===== src/rtl/clock_pkg.sv =====
// Shared encodings and field limits for the clock timekeeping/set controller.
package clock_pkg;

    localparam int HOUR_W = 5;
    localparam int MIN_W  = 6;
    localparam int SEC_W  = 6;
    localparam int MODE_W = 2;

    typedef enum logic [MODE_W-1:0] {
        MODE_RUN      = 2'd0,
        MODE_SET_HOUR = 2'd1,
        MODE_SET_MIN  = 2'd2,
        MODE_ILLEGAL  = 2'd3
    } mode_e;

    localparam logic [HOUR_W-1:0] HOUR_MAX = 5'd23;
    localparam logic [MIN_W-1:0]  MIN_MAX  = 6'd59;
    localparam logic [SEC_W-1:0]  SEC_MAX  = 6'd59;

endpackage


===== src/rtl/tick_gen.sv =====
// Divider with enable and synchronous clear; strobe is high for the one cycle
// in which the counter sits at DIV-1 while enabled (it wraps on that same edge).
module tick_gen #(
    parameter int DIV = 8
) (
    input  logic clk,
    input  logic rst_n,
    input  logic en,
    input  logic clr,
    output logic strobe
);

    localparam int DIV_E = (DIV < 1) ? 1 : DIV;
    localparam int W     = (DIV_E > 1) ? $clog2(DIV_E) : 1;
    localparam logic [W-1:0] LAST = W'(DIV_E - 1);

    logic [W-1:0] cnt;
    logic         at_last;

    assign at_last = (cnt == LAST);
    // A clear in the same cycle suppresses the strobe, so a due tick is dropped.
    assign strobe  = en && !clr && at_last;

    always_ff @(posedge clk or negedge rst_n) begin
        if (!rst_n) begin
            cnt <= '0;
        end else if (clr) begin
            cnt <= '0;
        end else if (en) begin
            cnt <= at_last ? '0 : cnt + 1'b1;
        end
    end

endmodule


===== src/rtl/clock_set_ctrl.sv =====
// HH:MM:SS timekeeper with a RUN / SET_HOUR / SET_MIN mode machine driven by
// debounced button pulses; all outputs registered.
module clock_set_ctrl
    import clock_pkg::*;
#(
    parameter int CLK_HZ    = 50_000_000,
    parameter int BLINK_DIV = CLK_HZ / 4
) (
    input  logic                clk,
    input  logic                rst_n,
    input  logic                btn_mode,
    input  logic                btn_up,
    input  logic                btn_down,
    output logic [HOUR_W-1:0]   hour,
    output logic [MIN_W-1:0]    min,
    output logic [SEC_W-1:0]    sec,
    output logic [MODE_W-1:0]   mode,
    output logic                blink
);

    mode_e state, state_nxt;
    logic  in_run, in_set, set_hour, set_min;
    logic  mode_chg, leave_set, adj_up, adj_dn, blink_force;
    logic  tick, blink_tick;

    always_ff @(posedge clk or negedge rst_n) begin
        if (!rst_n) state <= MODE_RUN;
        else        state <= state_nxt;
    end

    always_comb begin
        state_nxt = state;
        case (state)
            MODE_RUN:      if (btn_mode) state_nxt = MODE_SET_HOUR;
            MODE_SET_HOUR: if (btn_mode) state_nxt = MODE_SET_MIN;
            MODE_SET_MIN:  if (btn_mode) state_nxt = MODE_RUN;
            default:       state_nxt = MODE_RUN;
        endcase
    end

    always_comb begin
        in_run      = (state == MODE_RUN);
        set_hour    = (state == MODE_SET_HOUR);
        set_min     = (state == MODE_SET_MIN);
        in_set      = set_hour || set_min;
        mode_chg    = (state_nxt != state);
        leave_set   = set_min && btn_mode;
        // Mode pulse takes priority; opposing up+down cancel out.
        adj_up      = in_set && !btn_mode && btn_up && !btn_down;
        adj_dn      = in_set && !btn_mode && btn_down && !btn_up;
        blink_force = mode_chg || (in_set && (btn_up || btn_down));
    end

    assign mode = state;

    tick_gen #(.DIV(CLK_HZ)) u_sec_tick (
        .clk    (clk),
        .rst_n  (rst_n),
        .en     (in_run),
        .clr    (!in_run || btn_mode),
        .strobe (tick)
    );

    tick_gen #(.DIV(BLINK_DIV)) u_blink_tick (
        .clk    (clk),
        .rst_n  (rst_n),
        .en     (in_set),
        .clr    (!in_set || blink_force),
        .strobe (blink_tick)
    );

    always_ff @(posedge clk or negedge rst_n) begin
        if (!rst_n) begin
            blink <= 1'b1;
        end else if (!in_set || blink_force) begin
            blink <= 1'b1;
        end else if (blink_tick) begin
            blink <= !blink;
        end
    end

    always_ff @(posedge clk or negedge rst_n) begin
        if (!rst_n) begin
            hour <= '0;
            min  <= '0;
            sec  <= '0;
        end else if (leave_set) begin
            sec <= '0;
        end else if (tick) begin
            if (sec >= SEC_MAX) begin
                sec <= '0;
                if (min >= MIN_MAX) begin
                    min  <= '0;
                    hour <= (hour >= HOUR_MAX) ? '0 : hour + 1'b1;
                end else begin
                    min <= min + 1'b1;
                end
            end else begin
                sec <= sec + 1'b1;
            end
        end else begin
            if (set_hour && adj_up) hour <= (hour >= HOUR_MAX) ? '0 : hour + 1'b1;
            if (set_hour && adj_dn) hour <= (hour == '0) ? HOUR_MAX : hour - 1'b1;
            if (set_min  && adj_up) min  <= (min >= MIN_MAX) ? '0 : min + 1'b1;
            if (set_min  && adj_dn) min  <= (min == '0) ? MIN_MAX : min - 1'b1;
        end
    end

endmodule


===== config.mk =====
export PLATFORM = sky130hd
export DESIGN_NAME = clock_set_ctrl
export DESIGN_NICKNAME = d
export VERILOG_FILES = /design/src/rtl/clock_pkg.sv /design/src/rtl/tick_gen.sv /design/src/rtl/clock_set_ctrl.sv
export SDC_FILE = /design/constraint.sdc
export NUM_CORES = 1
export LEC_CHECK = 0
export ABC_AREA = 1
export BUFFER_PORTS_ARGS = -buffer_cell sky130_fd_sc_hd__buf_2
export CORE_ASPECT_RATIO = 0.9
export CORE_MARGIN = 1.5
export CORE_UTILIZATION = 62
export DETAILED_ROUTE_END_ITERATION = 7
export GPL_TIMING_DRIVEN = 0
export MAX_ROUTING_LAYER = met4
export PLACE_DENSITY = 0.79
export SKIP_CTS_REPAIR_TIMING = 1
export SYNTH_ARGS = -nofsm -noshare
export SYNTH_HDL_FRONTEND = slang
export SYNTH_HIERARCHICAL = 1
export SYNTH_SLANG_ARGS = --single-unit

===== constraint.sdc =====
create_clock -name clk -period 3.2 [get_ports clk]
set_input_delay 0.16 -clock clk [delete_from_list [all_inputs] [get_ports clk]]
set_output_delay 0.16 -clock clk [all_outputs]
set_load 0.02 [all_outputs]

After elaboration in Yosys (flattened, before gate mapping):

Index checks and enable logic that the tools add are counted.

* flip-flop bits (word level): 70
* input port bits: 5
* output and inout bits: 20

* $add $sub $neg: 7
* order comparisons: 3
* eq/ne operators: 7
* multiplexer cells: 28
* bitwise gates (word level): 1
* reduce and logical (&&, ||, !) cells: 39

Operator list (number)
* 2-to-1 mux 26 bit: 3
* 2-to-1 mux 24 bit: 3
* 2-to-1 mux 6 bit: 9
* 2-to-1 mux 5 bit: 7
* adder 26 x 1 -> 26 bit (second input constant): 1
* equality test 26 bit (second input constant): 1
* adder 24 x 1 -> 24 bit (second input constant): 1
* equality test 24 bit (second input constant): 1
* logical AND 1 bit: 15
* adder 6 x 1 -> 6 bit (second input constant): 2
* >= comparator 6 bit (second input constant): 2
* logical NOT 1 bit: 8
* nonzero test 2 bit: 4
* logical NOT 6 bit: 1
* 2-to-1 mux 2 bit: 3
* case mux 2 bit (3 select lines): 1
* nonzero test 3 bit: 2
* subtractor 6 x 1 -> 6 bit (second input constant): 1
* adder 5 x 1 -> 5 bit (second input constant): 1
* >= comparator 5 bit (second input constant): 1
* logical NOT 5 bit: 1
* logical OR 1 bit: 5
* subtractor 5 x 1 -> 5 bit (second input constant): 1
* != test 2 x 1 -> 1 bit (second input constant): 2
* other kinds (8): 9

Depth between registers and ports, before layout:

Gate-level depths: netlist (run 1).

* depth in word-level cells: 10
* mapped depth: 15
* gate-level depth less buffers: 15

Modules after synthesis:

Netlist (run 1), hierarchy kept.

Modules (own cells, without submodules)
* tick_gen (u_sec_tick): times used 1, cells an instance 231, area each 1789.2 µm²
* tick_gen (u_blink_tick): times used 1, cells an instance 255, area each 1741.7 µm²
* clock_set_ctrl: times used 1, cells an instance 244, area each 1582.8 µm²

Worst setup path before layout (run 1):

OpenSTA, ideal clock, no wires.

* path type: flip-flop to flip-flop
* from: reg state[1] (netlist: mode[1])
* to: reg hour[0]
* setup time: 0.117 ns
* arrival: 2.202 ns
* required time: 3.083 ns
* slack: 0.880 ns
* stages on the path, launching flop included: 14
* buffers on the path: 0
* cell sequence: dfrtp_1 > inv_1 > ha_1 > nand2_1 > nor2_1 > inv_1 > nor2_1 > inv_1 > nand2_1 > nor2_1 > nor2_4 > inv_2 > nand2_1 > nand2_1

* word-level cells in the longest chain between the ends: 8

RTL lines
* from (decl): line clock_set_ctrl.sv:21 `mode_e state, state_nxt;`
* from (signal assigned): line clock_set_ctrl.sv:28 `else state <= state_nxt;`
* logical NOT 2 bit (*): line clock_set_ctrl.sv:42 `in_run = (state == MODE_RUN);`
* named net in_run: line clock_set_ctrl.sv:22 `logic in_run, in_set, set_hour, set_min;`
* logical NOT 1 bit: line clock_set_ctrl.sv:60 `.clr (!in_run || btn_mode),`
* logical OR 1 bit: line clock_set_ctrl.sv:60
* logical NOT 1 bit: line tick_gen.sv:22 `assign strobe = en && !clr && at_last;`
* logical AND 1 bit (*) (2 in series): line tick_gen.sv:22
* named net tick: line clock_set_ctrl.sv:24 `logic tick, blink_tick;`
* != test 2 x 1 -> 1 bit (no line) or nonzero test 3 bit (tied branches)
* AND reduction 4 bit (no line)
* to (signal assigned): line clock_set_ctrl.sv:94 `hour <= (hour >= HOUR_MAX) ? '0 : hour + 1'b1;`
* to (signal assigned): line clock_set_ctrl.sv:102 `if (set_hour && adj_up) hour <= (hour >= HOUR_MAX) ? '0 : hour + 1'b1;`
* to (signal assigned): line clock_set_ctrl.sv:103 `if (set_hour && adj_dn) hour <= (hour == '0) ? HOUR_MAX : hour - 1'b1;`
* to (decl): line clock_set_ctrl.sv:14 `output logic [HOUR_W-1:0] hour,`

Mark *: on every way through the listed nets, which the timed path passes. The rest lies on a longest branch.
A chain may end at the register's enable or synchronous reset.

Worst setup path in the final report (run 1):

* from: reg state[1] (netlist: mode[1])
* to: reg u_blink_tick.cnt[3]

* word-level cells in the longest chain between the ends: 6

RTL lines
* equality test 2 bit, or another cell as far along: line clock_set_ctrl.sv:33, clock_set_ctrl.sv:44
* case mux 2 bit (3 select lines) or logical OR 1 bit (tied branches): line clock_set_ctrl.sv:33, clock_set_ctrl.sv:45
* != test 2 bit or logical AND 1 bit (tied branches): line clock_set_ctrl.sv:46, clock_set_ctrl.sv:51
* logical OR 1 bit: line clock_set_ctrl.sv:51 `blink_force = mode_chg || (in_set && (btn_up || btn_down));`
* logical OR 1 bit: line clock_set_ctrl.sv:68 `.clr (!in_set || blink_force),`
* 2-to-1 mux 24 bit or nonzero test 2 bit (tied branches)
* to (signal assigned): line tick_gen.sv:30 `cnt <= at_last ? '0 : cnt + 1'b1;`
* to (decl): line tick_gen.sv:17 `logic [W-1:0] cnt;`

Several ways; a longest one is shown, not always the timed one.

==> key figures, run 1 <==
Timing
  – Count of final setup violators: 0
  – F_max: 371.2 MHz
  – Relative slew margins: 40.84%
  – Tcrit/Tclk final: 84.19%
  – Fin Hold WS: -0.07599 ns
  – Fin Clk Skew: 0.009633 ns
  – Final min period: 2.694 ns
  – Final hold violations: 69
  – Slew Limit Fails: 0
  – Worst slew pin tran: 0.8874 ns
  – RSZ-0062 raised after global routing: false
  – Final TNS setup: 0 ns

Synth
  – Post-synthesis sequential area ratio: 34.28%
  – Mapped Cells: 730
  – Synth Area in Adders: 2.936%
  – Mux share of post-synthesis cell area: 0%
  – Netlist cell types: 39
  – Simple-gate portion of the synthesized area: 40.23%
  – Syn nets: 747
  – Synth Flop Type: dfrtp_1
  – Mapped cell area: 5114 um^2
  – Post-synth top area cell: dfrtp_1
  – Synth async-reset ratio: 100.0%
  – Syn Area/Cell: 7.005 um^2
  – Largest family of logic cells by synthesized area: simple AND/OR/NAND/NOR gates
  – Xor and xnor area share after synthesis: 4.453%
  – Dominant cells by area after synthesis: dfrtp_1 (34%), nand2_1 (17%), nand3_1 (6.6%)
  – Synth top area share: 33.77%
  – Seq cells post-synth: 70
  – Number of flops mapped to enable cells by yosys: 0
  – YS warnings: 6
  – Compound-Gate Fraction of Synth Area: 9.322%

Die
  – Die width: 98.73 um
  – Initial Util: 63.69%
  – Row cnt: 31
  – DIE HEIGHT: 89.16 um
  – Total Die Area: 8802 um^2
  – Io pins: 25
  – Core Footprint: 8029 um^2

Status
  – Status: finished with violations
  – Failing checks: hold timing

Critical path
  – Worst R2R Start: mode[1]$_DFF_PN0_
  – Worst Path Required: 3.46 ns
  – CP Max Fanout: 10
  – Critical Path Sink Type: register
  – CP Class: register to register
  – R2R depth: 11
  – FF-to-FF setup slack: 0.51 ns
  – Worst Setup Start Kind: register
  – Worst R2R End: u_blink_tick/cnt[3]$_DFFE_PN0P_
  – Arr. time, crit path: 2.96 ns

Power
  – LEAKAGE: 2.699 nW
  – Total power: 0.002658 W
  – Peak VDD IR: 0.5168 mV
  – Power per standard cell area: 477.4 nW/um^2

Drt
  – WL final: 11140 um
  – DR top layer: met4
  – Met3 Routed Length: 499 um
  – Initial DRC count: 245
  – DR vias/cell: 5.382
  – Drc violations: 0
  – Via Count: 4677
  – DRT antenna net count: 0
  – WL met1: 5048 um
  – Routed wl met2: 5486 um
  – Pre-antenna DRT Iters: 5
  – WL per Instance: 12.81 um

Clocking
  – H-tree Lvls: 3
  – Clock Pin Slew Worst Setup and Hold Paths: 0.08 ns
  – TritonCTS clock tree: done
  – Number of sinks on the clock net: 70
  – Clk_lat worst skew: 0.35 ns
  – Num CTS Buffers: 9
  – Clock buffer depth: 2
  – Clock tree root driver cell: clkbuf_8

Final layout
  – Utilization after layout: 69.33%
  – Most frequent cells in the layout: nand2_1 (238), nor2_1 (85), inv_1 (84)
  – Layout area overhead: 8.857%
  – Final Non-Filler Cells: 869
  – Fillcell total: 680
  – Most common cell after layout, fill and taps aside: nand2_1
  – Nets: 782
  – N_diodes: 0
  – Layout cells sized above 1: 15.97%

Placement
  – GP Congestion: 0.9255
  – Final HPWL DP: 8258 um
  – Port bufs: 24
  – Placed cells: 853

Global route
  – Total track usage: 27.63%
  – First-pass GRT wire length: 18940 um
  – Grt ovf: 0
  – Initial antenna violation count: 0
  – Vias in the first global route: 4232
  – Pin count of the biggest net entering global routing: 71

Hold path
  – Hold Path Class: primary input to async pin

Run
  – # Max-Cap Violations: 0
routing by layer:
metal | track usage (%) | vias to the layer above
met5 | - | -
met4 | 7.013 | 0
met3 | 4.848 | 11
met2 | 48.42 | 102
met1 | 33.63 | 2179
li1 | - | 2385
cells by family after synthesis:
| group | after synthesis |
|---|---|
| simple gates | 451 |
| xor+xnor | 26 |
| compound gates | 67 |
| buf+inv | 104 |
| fa+ha+maj | 12 |
| flops | 70 |
cell usage after synthesis (2+ instances only):
cell type	instances
xnor2_1	4
o21bai_1	4
o21ai_1	18
nor2_1	85
nand3b_1	3
nand2_1	238
o21ai_2	11
ha_1	12
nor2_4	12
nand3_1	67
nor2_2	11
clkbuf_1	2
inv_1	84
nand4_1	14
buf_2	3
xor2_1	22
nand2_2	8
o21ai_0	9
dfrtp_1	69
a31oi_1	2
inv_2	9
o22ai_2	10
buf_12	2
a21oi_1	9
nand3_2	4
nand2_4	5
worst max path at each step:
stage	to	from	cells after the start	slack (ns)
finish	u_blink_tick/cnt[3]$_DFFE_PN0P_	mode[1]$_DFF_PN0_	11	0.51
global placement	hour[2]$_DFFE_PN0P_	mode[1]$_DFF_PN0_	13	0.64
floorplan	hour[0]$_DFFE_PN0P_	mode[1]$_DFF_PN0_	13	0.88
global route	u_blink_tick/cnt[3]$_DFFE_PN0P_	mode[1]$_DFF_PN0_	11	0.28
detailed placement	u_blink_tick/cnt[3]$_DFFE_PN0P_	mode[1]$_DFF_PN0_	11	0.55
CTS	u_blink_tick/cnt[3]$_DFFE_PN0P_	mode[1]$_DFF_PN0_	11	0.53
report_power, final:
group          internal [W]  total [W]  switching [W]  leakage (nW)
combinational      0.000309   0.000903       0.000594          1.63
clock              0.000385   0.000736       0.000351         0.103
sequential         0.000939    0.00102      0.0000793         0.967
total               0.00163    0.00266        0.00102          2.70
state kept, by name (all words and copies together), names as in the netlist:
signal            cells
u_blink_tick/cnt     24
min                   6
mode                  2
u_sec_tick/cnt       26
sec                   6
blink                 1
hour                  5
worst max-delay path: stages, from the launching register on:
cell       delay (ns)
dfrtp_1          0.41
inv_1            0.13
ha_1             0.26
inv_1            0.06
nand2_1          0.09
o2111ai_1        0.12
o21ai_0          0.31
nand2_1          0.16
nor2_1           0.16
clkbuf_1         0.43
inv_1            0.27
o22ai_2          0.20
final cells by class:
class                           count  area [um^2]  area share, %
Clock inverter                      6        68.82          1.236
Buffer                             11        100.1          1.798
Timing Repair Buffer               24        122.6          2.203
Tap cell                           99        123.9          2.225
Inverter                           93        349.1          6.271
Sequential cell                    70         1753          31.49
Clock buffer                       10        137.6          2.472
Multi-Input combinational cell    556         2912          52.30
metrics by stage:
step	cell area, um^2	setup slack, ns	hold slack (ns)
2_1_floorplan	5114	0.8804	-0.1356
3_3_place_gp	5358	0.6433	0.4965
3_5_place_dp	5360	0.5534	0.3419
4_1_cts	5567	0.5335	-0.04305
5_1_grt	5567	0.2810	0.0006544
6_report	5567	0.5059	-0.07599
(Power assumes the default switching activity.)
==> run 2, diff against run 1 <==
- clock period: 3.2 -> 2.7 ns (I/O delays scaled with it)
==> run 2 against run 1 <==
  * Core utilization rose by 0.17 points
  * Sequential power is 19% higher
  * Largest cell class unchanged
  * The run now ends clean
  * Final cell count rose by 0.12%
  * Critical path type unchanged
  * Combinational power rose by 18%
  * Count of clock-buffer cells in the layout unchanged
==> key figures, run 2 (synthesized netlist as in run 1, its figures left out) <==
Critical path
  – Critical Path Sink Type: register (unchanged)
  – Worst Path Required: 2.98 ns (was 3.46 ns)
  – Worst Setup Start Kind: register (unchanged)
  – CP Class: register to register (unchanged)
  – CP Max Fanout: 6 (was 10)
  – Arr. time, crit path: 2.74 ns (was 2.96 ns)

Drt
  – Via Count: 4647 (was 4677)
  – WL final: 11140 um (about the same)
  – WL per Instance: 12.80 um (was 12.81 um)
  – Initial DRC count: 225 (was 245)
  – Pre-antenna DRT Iters: 5 (unchanged)
  – DRT antenna net count: 0 (unchanged)
  – Drc violations: 0 (unchanged)
  – DR vias/cell: 5.341 (was 5.382)

Final layout
  – Finished Cell Area: 5580 um^2 (was 5567 um^2)
  – Layout cells sized above 1: 16.21% (was 15.97%)
  – N_diodes: 0 (unchanged)
  – Layout area overhead: 9.126% (was 8.857%)
  – Fillcell total: 677 (was 680)
  – Nets: 783 (was 782)
  – Most common cell after layout, fill and taps aside: nand2_1 (unchanged)
  – Regs by FF count: u_sec_tick/cnt x26, u_blink_tick/cnt x24 (unchanged)
  – Most frequent cells in the layout: nand2_1 (238), inv_1 (84), nor2_1 (84) (was nand2_1 (238), nor2_1 (85), inv_1 (84))
  – Utilization after layout: 69.50% (was 69.33%)
  – Max reg flops: 26 (unchanged)
  – Register bank with the most flops: u_sec_tick/cnt (unchanged)

Timing
  – Final hold violations: 0 (was 69)
  – Final min period: 2.456 ns (was 2.694 ns)
  – Fin Clk Skew: 0.008976 ns (was 0.009633 ns)
  – Fin Hold WS: 0.1255 ns (was -0.07599 ns)
  – Relative slew margins: 40.64% (was 40.84%)
  – F_max: 407.2 MHz (was 371.2 MHz)
  – Slew Limit Fails: 0 (unchanged)
  – Worst slew pin tran: 0.8904 ns (was 0.8874 ns)
  – Count of final setup violators: 0 (unchanged)
  – Final TNS setup: 0 ns (unchanged)
  – Tcrit/Tclk final: 90.95% (was 84.19%)
  – RSZ-0062 raised after global routing: false (unchanged)

Global route
  – Initial antenna violation count: 0 (unchanged)
  – Grt ovf: 0 (unchanged)
  – Pin count of the biggest net entering global routing: 71 (unchanged)
  – Total track usage: 27.63% (unchanged)
  – First-pass GRT wire length: 18940 um (unchanged)
  – Vias in the first global route: 4232 (unchanged)

Clocking
  – Clock Pin Slew Worst Setup and Hold Paths: 0.08 ns (about the same)
  – Number of sinks on the clock net: 70 (unchanged)
  – Clock buffer depth: 2 (unchanged)
  – Clock tree root driver cell: clkbuf_8 (unchanged)
  – Clk_lat worst skew: 0.35 ns (about the same)
  – Num CTS Buffers: 9 (unchanged)
  – TritonCTS clock tree: done (unchanged)
  – H-tree Lvls: 3 (unchanged)

Die
  – DIE HEIGHT: 89.16 um (unchanged)
  – Core Footprint: 8029 um^2 (unchanged)
  – Initial Util: 63.69% (unchanged)
  – Die width: 98.73 um (unchanged)
  – Row cnt: 31 (unchanged)
  – Io pins: 25 (unchanged)
  – Total Die Area: 8802 um^2 (unchanged)

Placement
  – Port bufs: 24 (unchanged)
  – GP Congestion: 0.9255 (unchanged)
  – Final HPWL DP: 8258 um (unchanged)
  – Post-place instance area: 5360 um^2 (unchanged)

Power
  – Power per standard cell area: 565.0 nW/um^2 (was 477.4 nW/um^2)
  – Peak VDD IR: 0.6133 mV (was 0.5168 mV)
  – LEAKAGE: 2.707 nW (was 2.699 nW)

Status
  – Status: completed (was finished with violations)

Run
  – # Max-Cap Violations: 0 (unchanged)

Hold path
  – Hold Path Class: primary input to register (was primary input to async pin)
==> run 2: critical path: stages (launching register included) <==
cell     delay [ns]
dfrtp_1        0.41
inv_1          0.13
ha_1           0.24
nand2_1        0.09
nor2_1         0.26
inv_1          0.15
nor2_2         0.35
inv_1          0.15
nand2_1        0.15
nor2_1         0.06
nor2_2         0.22
nand3_1        0.11
nand2_1        0.07
==> run 2: layout make-up <==
cell class              instances  area [um^2]  area share (%)
clock inverters                 6        68.82           1.233
flip-flops and latches         70         1753           31.41
repair buffers                 25        132.6           2.377
well taps                      99        123.9           2.220
multi-input cells             556         2914           52.22
clock buffers                  10        137.6           2.466
plain buffers                  11        101.3           1.816
inverters                      93        349.1           6.256
==> run 2: power breakdown <==
part	leakage (nW)	total [W]	internal (W)	switching, W
clock	0.103	0.000872	0.000456	0.000415
combinational	1.64	0.00107	0.000368	0.000705
sequential	0.967	0.00121	0.00111	0.0000945
==> run 2: worst paths after layout <==
path	slack, ns	from	end	cells past startpoint
max reg2reg	0.24	mode[1]$_DFF_PN0_	min[1]$_DFFE_PN0P_	12
min	0.13	btn_mode	mode[0]$_DFF_PN0_	3
min reg2reg	0.53	u_sec_tick/cnt[23]$_DFFE_PN0P_	u_sec_tick/cnt[23]$_DFFE_PN0P_	2
max	0.24	mode[1]$_DFF_PN0_	min[1]$_DFFE_PN0P_	12
max in group asynchronous	1.66	rst_n	u_blink_tick/cnt[14]$_DFFE_PN0P_	2
min in group asynchronous	0.45	rst_n	u_sec_tick/cnt[9]$_DFFE_PN0P_	2
==> run 2: per-stage QoR <==
step	total power, W	std cells	worst slack, ns
6_report	0.003153	870	0.2444
3_5_place_dp	0.002293	853	0.05345
3_3_place_gp	0.002240	853	0.1433
5_1_grt	0.003368	870	0.05099
2_1_floorplan	0.002012	730	0.3804
4_1_cts	0.003177	869	0.03345
==> run 2: per-layer routing <==
metal	GRT usage, %	up-vias	part of all wire [%]
met5	-	-	0
met4	7.013	0	0.89
met3	4.848	11	4.6
met2	48.42	97	49
met1	33.63	2152	45
li1	-	2387	-
